## src/rtl/lc3b_types.sv

```systemverilog
// Shared LC-3b memory-interface types used by the caches and the arbiter.
package lc3b_types;

  typedef logic [15:0]  lc3b_word;
  typedef logic [127:0] lc3b_memband;

endpackage : lc3b_types

```

## src/rtl/cache_arbiter.sv

```systemverilog
// Round-robin arbiter that lets the I-cache and D-cache share one physical memory port.
// A grant lasts for one memory transaction and always returns through IDLE.
module cache_arbiter
  import lc3b_types::*;
(
  input  logic        clk,
  input  logic        rst,

  input  lc3b_word    icache_pmem_address,
  input  logic        icache_pmem_read,
  input  logic        icache_pmem_write,
  input  lc3b_memband icache_pmem_wdata,
  output lc3b_memband icache_pmem_rdata,
  output logic        icache_pmem_resp,

  input  lc3b_word    dcache_pmem_address,
  input  logic        dcache_pmem_read,
  input  logic        dcache_pmem_write,
  input  lc3b_memband dcache_pmem_wdata,
  output lc3b_memband dcache_pmem_rdata,
  output logic        dcache_pmem_resp,

  output lc3b_word    pmem_address,
  output logic        pmem_read,
  output logic        pmem_write,
  output lc3b_memband pmem_wdata,
  input  lc3b_memband pmem_rdata,
  input  logic        pmem_resp
);

  typedef enum logic [1:0] {
    IDLE    = 2'd0,
    GRANT_I = 2'd1,
    GRANT_D = 2'd2
  } state_t;

  state_t state;
  logic   last_grant;  // 0 = I-cache, 1 = D-cache
  logic   i_req;
  logic   d_req;

  assign i_req = icache_pmem_read | icache_pmem_write;
  assign d_req = dcache_pmem_read | dcache_pmem_write;

  always_ff @(posedge clk) begin
    if (rst) begin
      state      <= IDLE;
      last_grant <= 1'b1;
    end else begin
      case (state)
        IDLE: begin
          if (i_req && (!d_req || last_grant)) begin
            state      <= GRANT_I;
            last_grant <= 1'b0;
          end else if (d_req) begin
            state      <= GRANT_D;
            last_grant <= 1'b1;
          end
        end
        GRANT_I: if (pmem_resp || !i_req) state <= IDLE;
        GRANT_D: if (pmem_resp || !d_req) state <= IDLE;
        default: state <= IDLE;
      endcase
    end
  end

  // Read data is a plain broadcast; only the resp strobe tells a cache it is for it.
  assign icache_pmem_rdata = pmem_rdata;
  assign dcache_pmem_rdata = pmem_rdata;

  always_comb begin
    pmem_address     = '0;
    pmem_read        = 1'b0;
    pmem_write       = 1'b0;
    pmem_wdata       = '0;
    icache_pmem_resp = 1'b0;
    dcache_pmem_resp = 1'b0;
    case (state)
      GRANT_I: begin
        pmem_address     = icache_pmem_address;
        pmem_read        = icache_pmem_read;
        pmem_write       = icache_pmem_write;
        pmem_wdata       = icache_pmem_wdata;
        icache_pmem_resp = pmem_resp & ~rst;
      end
      GRANT_D: begin
        pmem_address     = dcache_pmem_address;
        pmem_read        = dcache_pmem_read;
        pmem_write       = dcache_pmem_write;
        pmem_wdata       = dcache_pmem_wdata;
        // A reset in the grant cycle abandons the transaction, so suppress the resp.
        dcache_pmem_resp = pmem_resp & ~rst;
      end
      default: ;
    endcase
  end

endmodule : cache_arbiter
```

## config.mk

```make
export PLATFORM = sky130hd
export DESIGN_NAME = cache_arbiter
export DESIGN_NICKNAME = d
export VERILOG_FILES = /design/src/rtl/lc3b_types.sv /design/src/rtl/cache_arbiter.sv
export SDC_FILE = /design/constraint.sdc
export NUM_CORES = 1
export LEC_CHECK = 0
export BUFFER_PORTS_ARGS = -buffer_cell sky130_fd_sc_hd__buf_2
export CORE_AREA = 2 2 319 321
export DETAILED_ROUTE_END_ITERATION = 8
export DIE_AREA = 0 0 321 323
export PLACE_DENSITY_LB_ADDON = 0.1
export RECOVER_POWER = 100
export SLEW_MARGIN = 15
export SYNTH_ARGS = -nofsm -noshare
export SYNTH_HDL_FRONTEND = slang
export SYNTH_SLANG_ARGS = --single-unit
```

## constraint.sdc

```tcl
create_clock -name clk -period 4 [get_ports clk]
set_clock_uncertainty 0.1 [all_clocks]
set_input_delay 0.8 -clock clk [delete_from_list [all_inputs] [get_ports clk]]
set_output_delay 0.8 -clock clk [all_outputs]
set_load 0.02 [all_outputs]
```

---- Word-level counts from Yosys, hierarchy flattened ----
Cells that the tools add are included.
Widths: inputs -> output; s select.
storage, ports and cells
  output and inout port bits .............. 404
  bits in latches ......................... 0
  input bits .............................. 423
  bits in registers ....................... 3
  memories ................................ 0
  word-level logic and storage cells ...... 34
  RAM bits ................................ 0
  ROM bits ................................ 0
operators by class
  order comparisons ....................... 0
  add/subtract/negate cells ............... 0
  $mul .................................... 0
  muxes and demuxes ....................... 13
  div/mod/pow operators ................... 0
  eq/ne operators ......................... 5
  shift-type cells ........................ 0
  bitwise logic cells ..................... 4
  reductions and logical operators ........ 10
operator list
  operator            count
  $pmux 128 s2        1
  $pmux 16 s2         1
  $mux 2              4
  $pmux 2 s3          1
  $mux 1              4
  $ne 2x2->1 const B  2
  $pmux 1 s2          2
  $logic_or 1x1->1    3
  $ne 3x3->1 const B  1
  $reduce_and 3->1    1
  $eq 2x1->1 const B  1
  $eq 2x2->1 const B  1
  $logic_not 1->1     2
  $logic_not 2->1     1
  $or 1x1->1          2
  $reduce_and 2->1    1
  $reduce_bool 2->1   1
  $and 1x1->1         1
  $logic_and 1x1->1   1
  $not 1->1           1

---- Longest topological paths before layout ----
  depth after elaboration ................. 6
  depth in mapped cells ................... 6
  mapped depth without buffers ............ 5

---- Least setup slack after synthesis ----
Ideal clock, no wire load.
  path kind ............................... register to output
  from .................................... reg state[0]
  to ...................................... out pmem_address[10]
  data arrival time ....................... 1.491 ns
  required time ........................... 3.100 ns
  cell stages (with the launch flop) ...... 6
  path slack .............................. 1.609 ns
  buffers on the path ..................... 2
  cell sequence ........................... dfxtp_1 -> inv_1 -> ha_1 -> clkbuf_1 -> clkbuf_1 -> nor2b_1
between the ends
  longest elaborated chain between the ends .. 2
  elaborated cells on any way between the ends .. 3
  classes of those cells .................. 2 x eq/ne; 1 x mux
RTL lines
  item                                      RTL line             RTL
  start, declared                           cache_arbiter.sv:37  state_t state;
  start signal, assigned                    cache_arbiter.sv:47  state <= IDLE;
  start signal, assigned                    cache_arbiter.sv:53  state <= GRANT_I;
  start signal, assigned                    cache_arbiter.sv:56  state <= GRANT_D;
  $eq 2x2->1 or $eq 2x1->1 (tied branches)  cache_arbiter.sv:78  case (state)
  $pmux 16 s2 (*)                           cache_arbiter.sv:78
  end, declared                             cache_arbiter.sv:23  output lc3b_word pmem_address,
Every way passes the cells marked *; elsewhere a longest branch is shown, timed or not.

---- Worst setup path after layout ----
  from .................................... reg state[0]
  to ...................................... out pmem_wdata[76]
between the ends
  longest elaborated chain between the ends .. 2
  elaborated cells on any way between the ends .. 3
  classes of those cells .................. 2 x eq/ne; 1 x mux
RTL lines
  item                                      RTL line             RTL
  $eq 2x2->1 or $eq 2x1->1 (tied branches)  cache_arbiter.sv:78
  $pmux 128 s2 (*)                          cache_arbiter.sv:78
  end, declared                             cache_arbiter.sv:26  output lc3b_memband pmem_wdata,
Marked as above.

==> results.sh <==
export IMPL_final_setup_tns_ns=0
export IMPL_clk_root_buffer_cell="sky130_fd_sc_hd__clkbuf_16"
export IMPL_arrival_ns=2.55
export IMPL_core_area_sq_mm=0.1007
export IMPL_min_path_type="reg -> reg"
export IMPL_required_ns=3.10
export IMPL_dieArea_sq_mm=0.1037
export IMPL_port_buffer_count=442
export IMPL_grt_setup_unrepaired="no"
export IMPL_route_final_wire_length_um=31170
export IMPL_overflow=0
export IMPL_die_height_um=323
export IMPL_wire_per_inst_um=14.84
export IMPL_status="complete, no violations"
export IMPL_num_nets_final=1217
export IMPL_setup_viol=0
export IMPL_postSynthAreaPerCell_sq_um=7.006
export IMPL_grtUsageTotal=0.05463
export IMPL_area_share_of_xor_xnor_cells_in_the_synthesized_design=0
export IMPL_worst_setup_path_type="reg -> out"
export IMPL_finalCoreUtilization=0.06200
export IMPL_clk_insertion_delay_late_ns=0.23
export IMPL_drv_max_cap_violation_count=0
export IMPL_drt_pre_antenna_iters=4
export IMPL_multi_input_comb_area_sq_mm=0.002198
export IMPL_number_of_antenna_violations_at_the_first_check_in_global_routing=10
export IMPL_first_global_vias=5082
export IMPL_regArea_sq_um=60.06
export IMPL_mapped_cells=622
export IMPL_cts_inserted_buffers=3
export IMPL_yosys_area_share_simple=0.2271
export IMPL_clock_sinks=3
export IMPL_filler_cell_count=12098
export IMPL_fmax_mhz=289.6
export IMPL_launch_point_of_the_worst_path="state[0]"
export IMPL_reg_to_reg_startpoint="state[0]"
export IMPL_cts_htree_levels=1
export IMPL_post_synth_instance_area_sq_mm=0.004358
export IMPL_drc=0
export IMPL_synth_fa_ha_area_frac=0.008613
export IMPL_synth_lib_cells_used_distinct=20
export IMPL_routability_congestion_estimate_from_global_placement=0.6667
export IMPL_cts_resized=0
export IMPL_yosysWarnings=0
export IMPL_synth_compound_area_frac=0.2601
export IMPL_initial_core_util=0.04327
export IMPL_setup_worst_path_start_class="flip-flop"
export IMPL_detailedRoute_firstIterationViolations=147
export IMPL_tritoncts="done"
export IMPL_cts_clock_pin_slew_for_the_worst_setup_and_hold_paths_ns=0.03
export IMPL_layout_worst_path_cycle_share=0.8633
export IMPL_areaGrowthSynthToFinish_pct=43.30
export IMPL_power_leakage_nw=2.074
export IMPL_min_delay_start="last_grant"
export IMPL_postRouteAntennaNets=0
export IMPL_grt_start_max_net_pins=64
export IMPL_timing_worst_slew_pin_value_ns=0.7393
export IMPL_synth_fp_nets=1048
export IMPL_cellPowerDensity_mw_per_mm2=254.2
export IMPL_die_w_um=321
export IMPL_synth_area_mux_share=0
export IMPL_ys_seq_area_frac=0.01378
export IMPL_synth_top_family_by_area="buffers and inverters"
export IMPL_detailedPlace_worstSlack_ns=0.8782
export IMPL_slew_viol_final=0
export IMPL_final_min_clock_period_ns=3.453
export IMPL_vdd_ir_drop_worst_uv=215.4
export IMPL_detail_route_vias_per_cell=2.341
export IMPL_first_pass_grt_wire_length_um=40060
export IMPL_worst_hold_slack_ns=0.4191
export IMPL_timing_final_hold_violations=0
export IMPL_post_cts_setup_buffer_count=0
export IMPL_final_critical_path_setup_slack_ns=0.5466
export IMPL_clk_path_buf_depth=2
export IMPL_worst_path_max_fanout=40
export IMPL_num_io_pins=827
export IMPL_crit_path_end_kind="primary output"
export IMPL_timing_max_slew_rel_slack=0.5071
export IMPL_dr_total_vias=4918
export IMPL_cts_hold_buf=0
export IMPL_fraction_of_layout_cells_with_a_size_suffix_above_1=0.4392
export IMPL_dp_hpwl_um=27070
export IMPL_fp_row_count=117
export IMPL_synth_ff_latch_count=3
## cell families after synthesis
logic type,count (synthesis)
AO/OA/AOI/OAI,151
adder cells (fa/ha/maj),3
buffers and inverters,307
flip-flops,3
AND/OR/NAND/NOR,158
## sequential cells by signal, indices dropped and copies added (netlist names)
name	cells
last_grant	1
state	2
## stage by stage
stage	power [mW]	cell area (sq um)	instances
2_1_floorplan	1.202	4358	622
3_3_place_gp	1.548	6340	2095
3_5_place_dp	1.547	6340	2095
4_1_cts	1.713	6419	2099
5_1_grt	1.749	6242	2100
6_report	1.587	6245	2101
## critical path: stages (launching register included)
cell and delay (ns):
sky130_fd_sc_hd__dfxtp_1 0.33, sky130_fd_sc_hd__inv_1 0.16, sky130_fd_sc_hd__ha_4 0.59, sky130_fd_sc_hd__clkbuf_2 0.60, sky130_fd_sc_hd__a22oi_1 0.18, sky130_fd_sc_hd__nor2b_1 0.14, sky130_fd_sc_hd__clkbuf_1 0.26
## synthesized netlist by cell type
library cell	instances	area share
sky130_fd_sc_hd__a31oi_1	1	0.0014
sky130_fd_sc_hd__dfxtp_1	3	0.014
sky130_fd_sc_hd__nand2_1	1	0.00086
sky130_fd_sc_hd__clkbuf_1	26	0.022
sky130_fd_sc_hd__and4b_1	1	0.0023
sky130_fd_sc_hd__a211o_1	1	0.0020
sky130_fd_sc_hd__or3b_1	2	0.0040
sky130_fd_sc_hd__nor3b_1	1	0.0017
sky130_fd_sc_hd__nor2_1	4	0.0034
sky130_fd_sc_hd__nor2b_1	146	0.21
sky130_fd_sc_hd__a22oi_1	146	0.25
sky130_fd_sc_hd__buf_1	3	0.0026
sky130_fd_sc_hd__nand3_1	1	0.0011
sky130_fd_sc_hd__and3b_1	2	0.0040
sky130_fd_sc_hd__inv_1	3	0.0026
sky130_fd_sc_hd__buf_4	256	0.44
sky130_fd_sc_hd__a21oi_1	1	0.0011
sky130_fd_sc_hd__ha_1	3	0.0086
sky130_fd_sc_hd__buf_2	19	0.022
sky130_fd_sc_hd__a22o_1	2	0.0040
## placed cells by master, fill, tap and decap left out
master,instances
sky130_fd_sc_hd__buf_2,321
sky130_fd_sc_hd__a22oi_1,146
sky130_fd_sc_hd__nor2b_1,146
sky130_fd_sc_hd__clkbuf_1,128
sky130_fd_sc_hd__buf_4,16
sky130_fd_sc_hd__nor2_1,4
sky130_fd_sc_hd__inv_1,3
sky130_fd_sc_hd__ha_4,3
sky130_fd_sc_hd__clkbuf_16,3
sky130_fd_sc_hd__dfxtp_1,3
sky130_fd_sc_hd__diode_2,2
sky130_fd_sc_hd__and3b_1,2
sky130_fd_sc_hd__or3b_1,2
sky130_fd_sc_hd__a22o_1,2
sky130_fd_sc_hd__buf_12,2
sky130_fd_sc_hd__clkbuf_2,2
sky130_fd_sc_hd__nand3_1,1
sky130_fd_sc_hd__a31oi_1,1
sky130_fd_sc_hd__and4b_1,1
sky130_fd_sc_hd__a21oi_1,1
sky130_fd_sc_hd__nand2_1,1
sky130_fd_sc_hd__nor3b_1,1
sky130_fd_sc_hd__a211o_1,1
## area by class of cell
cell class	instances	area share
repair buffers	468	0.3608
multi-input cells	312	0.3520
well taps	1309	0.2623
clock buffers	4	0.01262
flip-flops and latches	3	0.009617
inverters	3	0.001803
diodes	2	0.0008014
## power by group
| part | internal, mW | leakage (nW) | switching [mW] |
|---|---|---|---|
| Sequential | 0.0361 | 0.0249 | 0.00654 |
| Clock | 0.132 | 0.0382 | 0.0282 |
| Combinational | 0.534 | 2.01 | 0.851 |
## metal layers
layer	vias to the layer above	routed length (um)	GRT usage
met5	-	56	0
li1	2209	-	-
met3	146	3366	0.01916
met2	407	14630	0.09297
met1	2148	11650	0.06056
met4	8	1476	0.02648
## worst paths after layout
| kind | depth (start not counted) | slack [ns] | end |
|---|---|---|---|
| min | 1 | 0.42 | last_grant |
| min reg2reg | 1 | 0.42 | last_grant |
| max | 6 | 0.55 | pmem_wdata[76] |
| max reg2reg | 6 | 1.55 | state[0] |
Note: power is estimated with default switching activity, not from simulation.
